### config.mk
export PLATFORM = sky130hd
export DESIGN_NAME = shifter_pipe
export DESIGN_NICKNAME = d
export VERILOG_FILES = /design/src/rtl/shifter_pipe.sv
export SDC_FILE = /design/constraint.sdc
export NUM_CORES = 1
export LEC_CHECK = 0
export ABC_AREA = 0
export BUFFER_PORTS_ARGS = -buffer_cell sky130_fd_sc_hd__buf_2
export CAP_MARGIN = 5
export CORE_UTILIZATION = 40
export DETAILED_ROUTE_END_ITERATION = 12
export PLACE_DENSITY_LB_ADDON = 0.05
export SETUP_SLACK_MARGIN = 0.4
export SKIP_LAST_GASP = 1
export SLEW_MARGIN = 20
export SYNTH_ARGS = -nofsm -noshare
export SYNTH_HDL_FRONTEND = slang
export SYNTH_SLANG_ARGS = --single-unit
### constraint.sdc
create_clock -name Clock -period 2.9 [get_ports Clock]
set_input_delay 0.29 -clock Clock [delete_from_list [all_inputs] [get_ports Clock]]
set_output_delay 0.29 -clock Clock [all_outputs]
set_load 0.02 [all_outputs]
### src/rtl/shifter_pipe.sv
// Pipelined log-shifter/rotator (LSL, ROL, LSR, ASR, ROR, pass-through) with valid/ready flow control.
// Define SHIFTER_FLAGS_EN to add the registered Zero and CarryOut outputs.
module shifter_pipe #(
    parameter int unsigned WIDTH       = 32,
    parameter int unsigned PIPE_STAGES = 2
) (
    input  logic                     Clock,
    input  logic                     Reset_n,
    input  logic                     Flush,
    input  logic                     InValid,
    output logic                     InReady,
    input  logic [WIDTH-1:0]         DataA,
    input  logic [$clog2(WIDTH)-1:0] ShiftAmount,
    input  logic [2:0]               Mode,
    output logic                     OutValid,
    input  logic                     OutReady,
    output logic [WIDTH-1:0]         Result
`ifdef SHIFTER_FLAGS_EN
    ,
    output logic                     Zero,
    output logic                     CarryOut
`endif
);

    localparam int unsigned AW     = $clog2(WIDTH);
    localparam int unsigned LEVELS = AW;
    localparam int unsigned LPS    = (LEVELS + PIPE_STAGES - 1) / PIPE_STAGES;

    localparam logic [2:0] M_LSL = 3'd0;
    localparam logic [2:0] M_ROL = 3'd1;
    localparam logic [2:0] M_LSR = 3'd2;
    localparam logic [2:0] M_ASR = 3'd3;
    localparam logic [2:0] M_ROR = 3'd4;

    logic [PIPE_STAGES-1:0] valid_q;
    logic [WIDTH-1:0]       data_q [PIPE_STAGES];
    logic [AW-1:0]          amt_q  [PIPE_STAGES];
    logic [2:0]             mode_q [PIPE_STAGES];
    logic [WIDTH-1:0]       data_d [PIPE_STAGES];
    logic                   adv_c;

    // One log-shifter level: move by 2**k in the direction/fill of the mode.
    function automatic logic [WIDTH-1:0] shift_level(
        input logic [WIDTH-1:0] d,
        input logic [2:0]       mode,
        input int unsigned      k
    );
        int unsigned sh;
        logic [WIDTH-1:0] r;
        sh = 32'd1 << k;
        case (mode)
            M_LSL:   r = d << sh;
            M_ROL:   r = (d << sh) | (d >> (WIDTH - sh));
            M_LSR:   r = d >> sh;
            M_ASR:   r = $signed(d) >>> sh;
            M_ROR:   r = (d >> sh) | (d << (WIDTH - sh));
            default: r = d;
        endcase
        return r;
    endfunction

    // Apply the levels owned by one pipeline stage; later stages may own none.
    function automatic logic [WIDTH-1:0] run_levels(
        input logic [WIDTH-1:0] d,
        input logic [AW-1:0]    amt,
        input logic [2:0]       mode,
        input int unsigned      stage
    );
        logic [WIDTH-1:0] r;
        r = d;
        for (int unsigned k = 0; k < LEVELS; k++) begin
            if (k >= stage * LPS && k < (stage + 1) * LPS &&
                ((amt >> k) & AW'(1)) != '0) begin
                r = shift_level(r, mode, k);
            end
        end
        return r;
    endfunction

    assign adv_c    = !valid_q[PIPE_STAGES-1] || OutReady;
    assign InReady  = adv_c;
    assign OutValid = valid_q[PIPE_STAGES-1];
    assign Result   = data_q[PIPE_STAGES-1];

    // Per-stage shifter network.
    always_comb begin
        for (int unsigned s = 0; s < PIPE_STAGES; s++) begin
            data_d[s] = '0;
        end
        data_d[0] = run_levels(DataA, ShiftAmount, Mode, 0);
        for (int unsigned s = 1; s < PIPE_STAGES; s++) begin
            data_d[s] = run_levels(data_q[s-1], amt_q[s-1], mode_q[s-1], s);
        end
    end

    // Valid bits follow the global advance; Flush wins over an accept.
    always_ff @(posedge Clock or negedge Reset_n) begin
        if (!Reset_n) begin
            valid_q <= '0;
        end else if (Flush) begin
            valid_q <= '0;
        end else if (adv_c) begin
            valid_q[0] <= InValid;
            for (int unsigned s = 1; s < PIPE_STAGES; s++) begin
                valid_q[s] <= valid_q[s-1];
            end
        end
    end

    // Data, mode and amount travel together and move only on advance.
    always_ff @(posedge Clock or negedge Reset_n) begin
        if (!Reset_n) begin
            for (int unsigned s = 0; s < PIPE_STAGES; s++) begin
                data_q[s] <= '0;
                amt_q[s]  <= '0;
                mode_q[s] <= '0;
            end
        end else if (adv_c) begin
            data_q[0] <= data_d[0];
            amt_q[0]  <= ShiftAmount;
            mode_q[0] <= Mode;
            for (int unsigned s = 1; s < PIPE_STAGES; s++) begin
                data_q[s] <= data_d[s];
                amt_q[s]  <= amt_q[s-1];
                mode_q[s] <= mode_q[s-1];
            end
        end
    end

`ifdef SHIFTER_FLAGS_EN
    logic [PIPE_STAGES-1:0] carry_q;
    logic                   zero_q;
    logic                   early_c;
    logic                   cout_c;
    logic [AW-1:0]          last_amt;
    logic [2:0]             last_mode;
    logic                   last_carry;
    logic [AW-1:0]          lsl_idx;
    logic [AW-1:0]          lsr_idx;

    // Shift-out bit for LSL/LSR/ASR must be captured from the original operand.
    assign lsl_idx = ~ShiftAmount + AW'(1);
    assign lsr_idx = ShiftAmount - AW'(1);

    always_comb begin
        early_c = 1'b0;
        if (ShiftAmount != '0) begin
            case (Mode)
                M_LSL:        early_c = DataA[lsl_idx];
                M_LSR, M_ASR: early_c = DataA[lsr_idx];
                default:      early_c = 1'b0;
            endcase
        end
    end

    if (PIPE_STAGES == 1) begin : g_last_src_in
        assign last_amt   = ShiftAmount;
        assign last_mode  = Mode;
        assign last_carry = early_c;
    end else begin : g_last_src_pipe
        assign last_amt   = amt_q[PIPE_STAGES-2];
        assign last_mode  = mode_q[PIPE_STAGES-2];
        assign last_carry = carry_q[PIPE_STAGES-2];
    end

    // Rotates take their carry from the finished result.
    always_comb begin
        cout_c = 1'b0;
        if (last_amt != '0) begin
            case (last_mode)
                M_ROL:               cout_c = data_d[PIPE_STAGES-1][0];
                M_ROR:               cout_c = data_d[PIPE_STAGES-1][WIDTH-1];
                M_LSL, M_LSR, M_ASR: cout_c = last_carry;
                default:             cout_c = 1'b0;
            endcase
        end
    end

    always_ff @(posedge Clock or negedge Reset_n) begin
        if (!Reset_n) begin
            carry_q <= '0;
            zero_q  <= 1'b0;
        end else if (adv_c) begin
            carry_q[0] <= (PIPE_STAGES == 1) ? cout_c : early_c;
            for (int unsigned s = 1; s < PIPE_STAGES; s++) begin
                carry_q[s] <= (s == PIPE_STAGES - 1) ? cout_c : carry_q[s-1];
            end
            zero_q <= (data_d[PIPE_STAGES-1] == '0);
        end
    end

    assign Zero     = zero_q;
    assign CarryOut = carry_q[PIPE_STAGES-1];
`endif

endmodule
======== Yosys cells after proc, flatten, opt, wreduce, memory -nomap -nowiden ========
Index checks and enable logic that the tools add are counted.
word-level totals
  bits in latches ......................... 0
  ROM bits ................................ 0
  logic and storage cells ................. 40
  memories kept ........................... 0
  bits in writable memories ............... 0
  bits in registers ....................... 74
  output and inout port bits .............. 34
operators by class
  equal/unequal tests ..................... 8
  shift-type cells ........................ 0
  divide/modulo/power cells ............... 0
  $lt $le $gt $ge ......................... 0
  mux-type cells .......................... 12
  bitwise operators ....................... 9
  multiply operators ...................... 0
  $add $sub $neg .......................... 0
  reductions and logical operators ........ 6
operator list
  operator              number
  $pmux W32 S5          4
  $mux W32              5
  $pmux W32 S4          1
  $or A16 B32 Y32       1
  $or A24 B32 Y32       1
  $or A28 B32 Y32       1
  $or A30 B32 Y32       1
  $or A31 B32 Y32       1
  $or A32 B1 Y32        1
  $or A32 B2 Y32        1
  $or A32 B4 Y32        1
  $or A32 B8 Y32        1
  $eq A3 B2 Y1 const B  4
  $eq A3 B1 Y1 const B  2
  $eq A3 B3 Y1 const B  2
  $logic_not A3 Y1      2
  $mux W2               2
  $reduce_bool A2 Y1    1
  $reduce_or A2 Y1      1
  $logic_not A1 Y1      1
  $logic_or A1 B1 Y1    1

======== Longest topological paths before layout ========
  depth in word-level cells ............... 9
  mapped depth ............................ 9

======== Least setup slack after synthesis ========
No wires, ideal clock.
  kind .................................... register -> register
  start point ............................. register valid_q[1]
  end point ............................... register data_q[49] in the netlist's numbering
  stages on the path, launching flop included .. 10
  clock period less this slack ............ 2028 ps
  arrival time ............................ 1909 ps
  setup slack ............................. 872 ps
  path buffers ............................ 3
  data required time ...................... 2780 ps
  library setup time ...................... 120 ps
  path through ............................ dfrtp_1 nor2b_1 buf_2 inv_1 clkbuf_1 nand3_1 clkbuf_1 a221oi_1 o21ai_0 and3_1
on the way
  longest elaborated chain between the ends .. 2
RTL lines
  item                               RTL line  RTL
  from (decl)                        35        logic [PIPE_STAGES-1:0] valid_q;
  from (signal, indexed assignment)  105       valid_q[s] <= valid_q[s-1];
  $logic_not A1 Y1                   80        assign adv_c = !valid_q[PIPE_STAGES-1] || OutReady;
  $logic_or A1 B1 Y1                 80
  to (signal, indexed assignment)    123       data_q[s] <= data_d[s];
  to (decl)                          36        logic [WIDTH-1:0] data_q [PIPE_STAGES];
Every way passes these cells.
A chain may end at the register's enable or synchronous reset.

======== Final worst setup path ========
  start point ............................. register valid_q[1]
  end point ............................... register data_q[40] in the netlist's numbering
Same word-level chain as after synthesis.

==> out/metrics.cfg <==
[finish]
final_common_cell = nand2_1
drive_above_1_share = 0.2227
antenna_cells = 0
synthToLayoutAreaGrowth_pct = 11.19
n_fill_cell = 1580
fin_cells = 1060
final_cell_mix = nand2_1, buf_2, dfrtp_1
fin_nets = 884

[power_and_ir_drop]
power_leakage_nw = 3.033
powerDensity_nw_per_um2 = 564.6
total_power_mw = 4.059
peakVddDrop_uv = 237.3

[grt]
grt_pass1_wl_um = 38110
antenna_found_initial = 0
grt_pass1_vias = 6443
grt_use_total = 0.3002
grt_max_degree = 55
grt_overflow = 0

[synth]
yosys-top-cells-area = dfrtp_1, nand2_1, a21oi_1
synth-async-reset-ratio = 1.000
syn-cell-area_um2 = 6465
netlist_instances = 820
synth_edf_count = 0
synth_area_leader_cell = dfrtp_1
yosys_most_used_dff = dfrtp_1
avgSynthCellArea_um2 = 7.884
synthDistinctLibCells = 69
synth_nets = 865
yosysWarnings = 0
ys_ff_latch = 71
synth_top_area_frac = 0.2748
ys_seq_area_frac = 0.2748

[setup_path]
cp_data_required_time_ns = 3.13
crit_end = data_q[40]
worstSetupStartpointType = flip-flop
worstSetupEndpointType = flip-flop
worstReg2RegStart = valid_q[1]
reg2reg_slack_ns = 0.58
path_class = flip-flop to flip-flop
reg2reg_to = data_q[40]
cp_max_fo = 13
arrival_ns = 2.54
r2r_cells = 6
startpoint = valid_q[1]

[clock_network]
cts_buffers = 9
clk_latency_ns = 0.34
cts_tree = done
ctsHoldBuffers = 0
cts_buffer_depth = 2
clock-sinks = 71
clk_pin_slew_ns = 0.06
htree_levels = 3
cts-root-buf = clkbuf_16
cts_setup_buffers = 0
cts-resized-gates = 0

[place]
dp.cells = 1044
dpl_worst_slack_ns = 0.3508
gp_congestion = 0.9334
dp_hpwl_um = 18050
place.port_buffers = 78

[sta]
relSlewSlack = 0.4032
skew_ns = 0.006428
timing.final.crit_share = 0.7999
setup_ws_ns = 0.5803
fmax_mhz = 431.1
maxSlewViolCount = 0
tightest_slew_ns = 0.8953
finalSetupViolations = 0
finalCriticalPeriod_ns = 2.320
fin_tns_setup_ns = 0
rsz0062_at_grt = no
finalHoldViolCount = 0
holdWs_ns = 0.07200

[worst_hold_path]
hp-class = input pin to asynchronous set/reset pin

[floorplan]
fp.dieW_um = 129.1
num_rows = 46
pin_count = 79
die_height_um = 129.1
core-area_um2 = 15830
initial_core_util = 0.4085
dieArea_um2 = 16670

[drt]
final_antenna_net_count = 0
drt_iter0_markers = 948
via_per_inst = 6.576
num_vias = 6971
drc = 0
wirelength_um = 24670
wl_per_cell_um = 23.28
dr.pass1.iters = 6

[job]
drv_cap = 0

[status]
outcome = complete, no violations

synth_stat cells (5+ instances only):
cell,number
a211o_1,6
a211oi_1,15
a21oi_1,63
a221o_1,6
a221oi_1,12
a222oi_1,15
a22oi_1,27
a2bb2oi_1,5
a31oi_1,10
and2_1,8
and3_1,8
buf_1,9
buf_2,16
buf_4,36
buf_6,5
clkbuf_1,43
dfrtp_1,71
inv_1,25
mux2_2,22
mux2i_1,20
nand2_1,102
nand3_1,5
nor2_1,59
nor2b_1,11
nor3_1,10
o211ai_1,11
o21a_1,5
o21ai_0,54
o221a_2,14
o221ai_1,11
o22ai_1,46
per-stage QoR:
| stage | utilization | area, um2 |
|---|---|---|
| after floorplan | - | 6465 |
| after global placement | 0.4334 | 6859 |
| after detailed placement | 0.4336 | 6863 |
| after CTS | 0.4542 | 7188 |
| after global routing | 0.4542 | 7188 |
| final | 0.4542 | 7188 |
cells by family (layout without fill, tap and decap cells):
family,Yosys count,after routing,synth area share
AOI/OAI and AO/OA,347,347,0.3898
and+or+nand+nor,226,226,0.1585
DFF,71,71,0.2748
buffers and inverters,134,158,0.1076
muxes,42,42,0.06929
flip-flops by register name, indices dropped and copies added, names as in the netlist:
| signal | count |
|---|---|
| Result | 32 |
| amt_q | 2 |
| data_q | 32 |
| mode_q | 3 |
| valid_q | 2 |
area by class of cell:
cell class | instances | area, um2 | share of cell area
clock buffers | 13 | 260.3 | 0.03621
well taps | 216 | 270.3 | 0.03760
repair buffers | 117 | 720.7 | 0.1003
clock inverters | 3 | 65.06 | 0.009051
flip-flops and latches | 71 | 1777 | 0.2472
inverters | 25 | 93.84 | 0.01305
multi-input cells | 615 | 4001 | 0.5567
routing by layer:
| layer | track usage | vias up | routed length (um) |
|---|---|---|---|
| li1 | - | 3163 | - |
| met1 | 0.3959 | 3331 | 10480 |
| met2 | 0.4706 | 398 | 11210 |
| met3 | 0.04377 | 79 | 1804 |
| met5 | 0 | - | 0 |
| met4 | 0.1696 | 0 | 1173 |
how the worst min path moves through the flow:
stage | slack, ns | from | to | depth (start not counted)
2_1_floorplan | -0.006 | Reset_n | Result[0] | 0
3_3_place_gp | 0.45 | Reset_n | Result[3] | 1
3_5_place_dp | 0.46 | Flush | valid_q[1] | 2
4_1_cts | 0.1 | Flush | valid_q[1] | 2
5_1_grt | 0.11 | Flush | valid_q[1] | 2
6_report | 0.07 | Reset_n | Result[1] | 1
report_power, final:
part           switching, mW  internal, mW
clock network          0.438         0.800
logic                  0.916         0.545
registers              0.185          1.18
total                   1.54          2.52
critical path, stage by stage, from the launching register on:
cell,delay [ns]
dfrtp_1,0.36
nor2b_2,0.16
inv_2,0.19
nand3_1,0.55
a211oi_1,0.56
a31oi_1,0.18
o22a_1,0.19
Note: power is estimated with default switching activity, not from simulation.
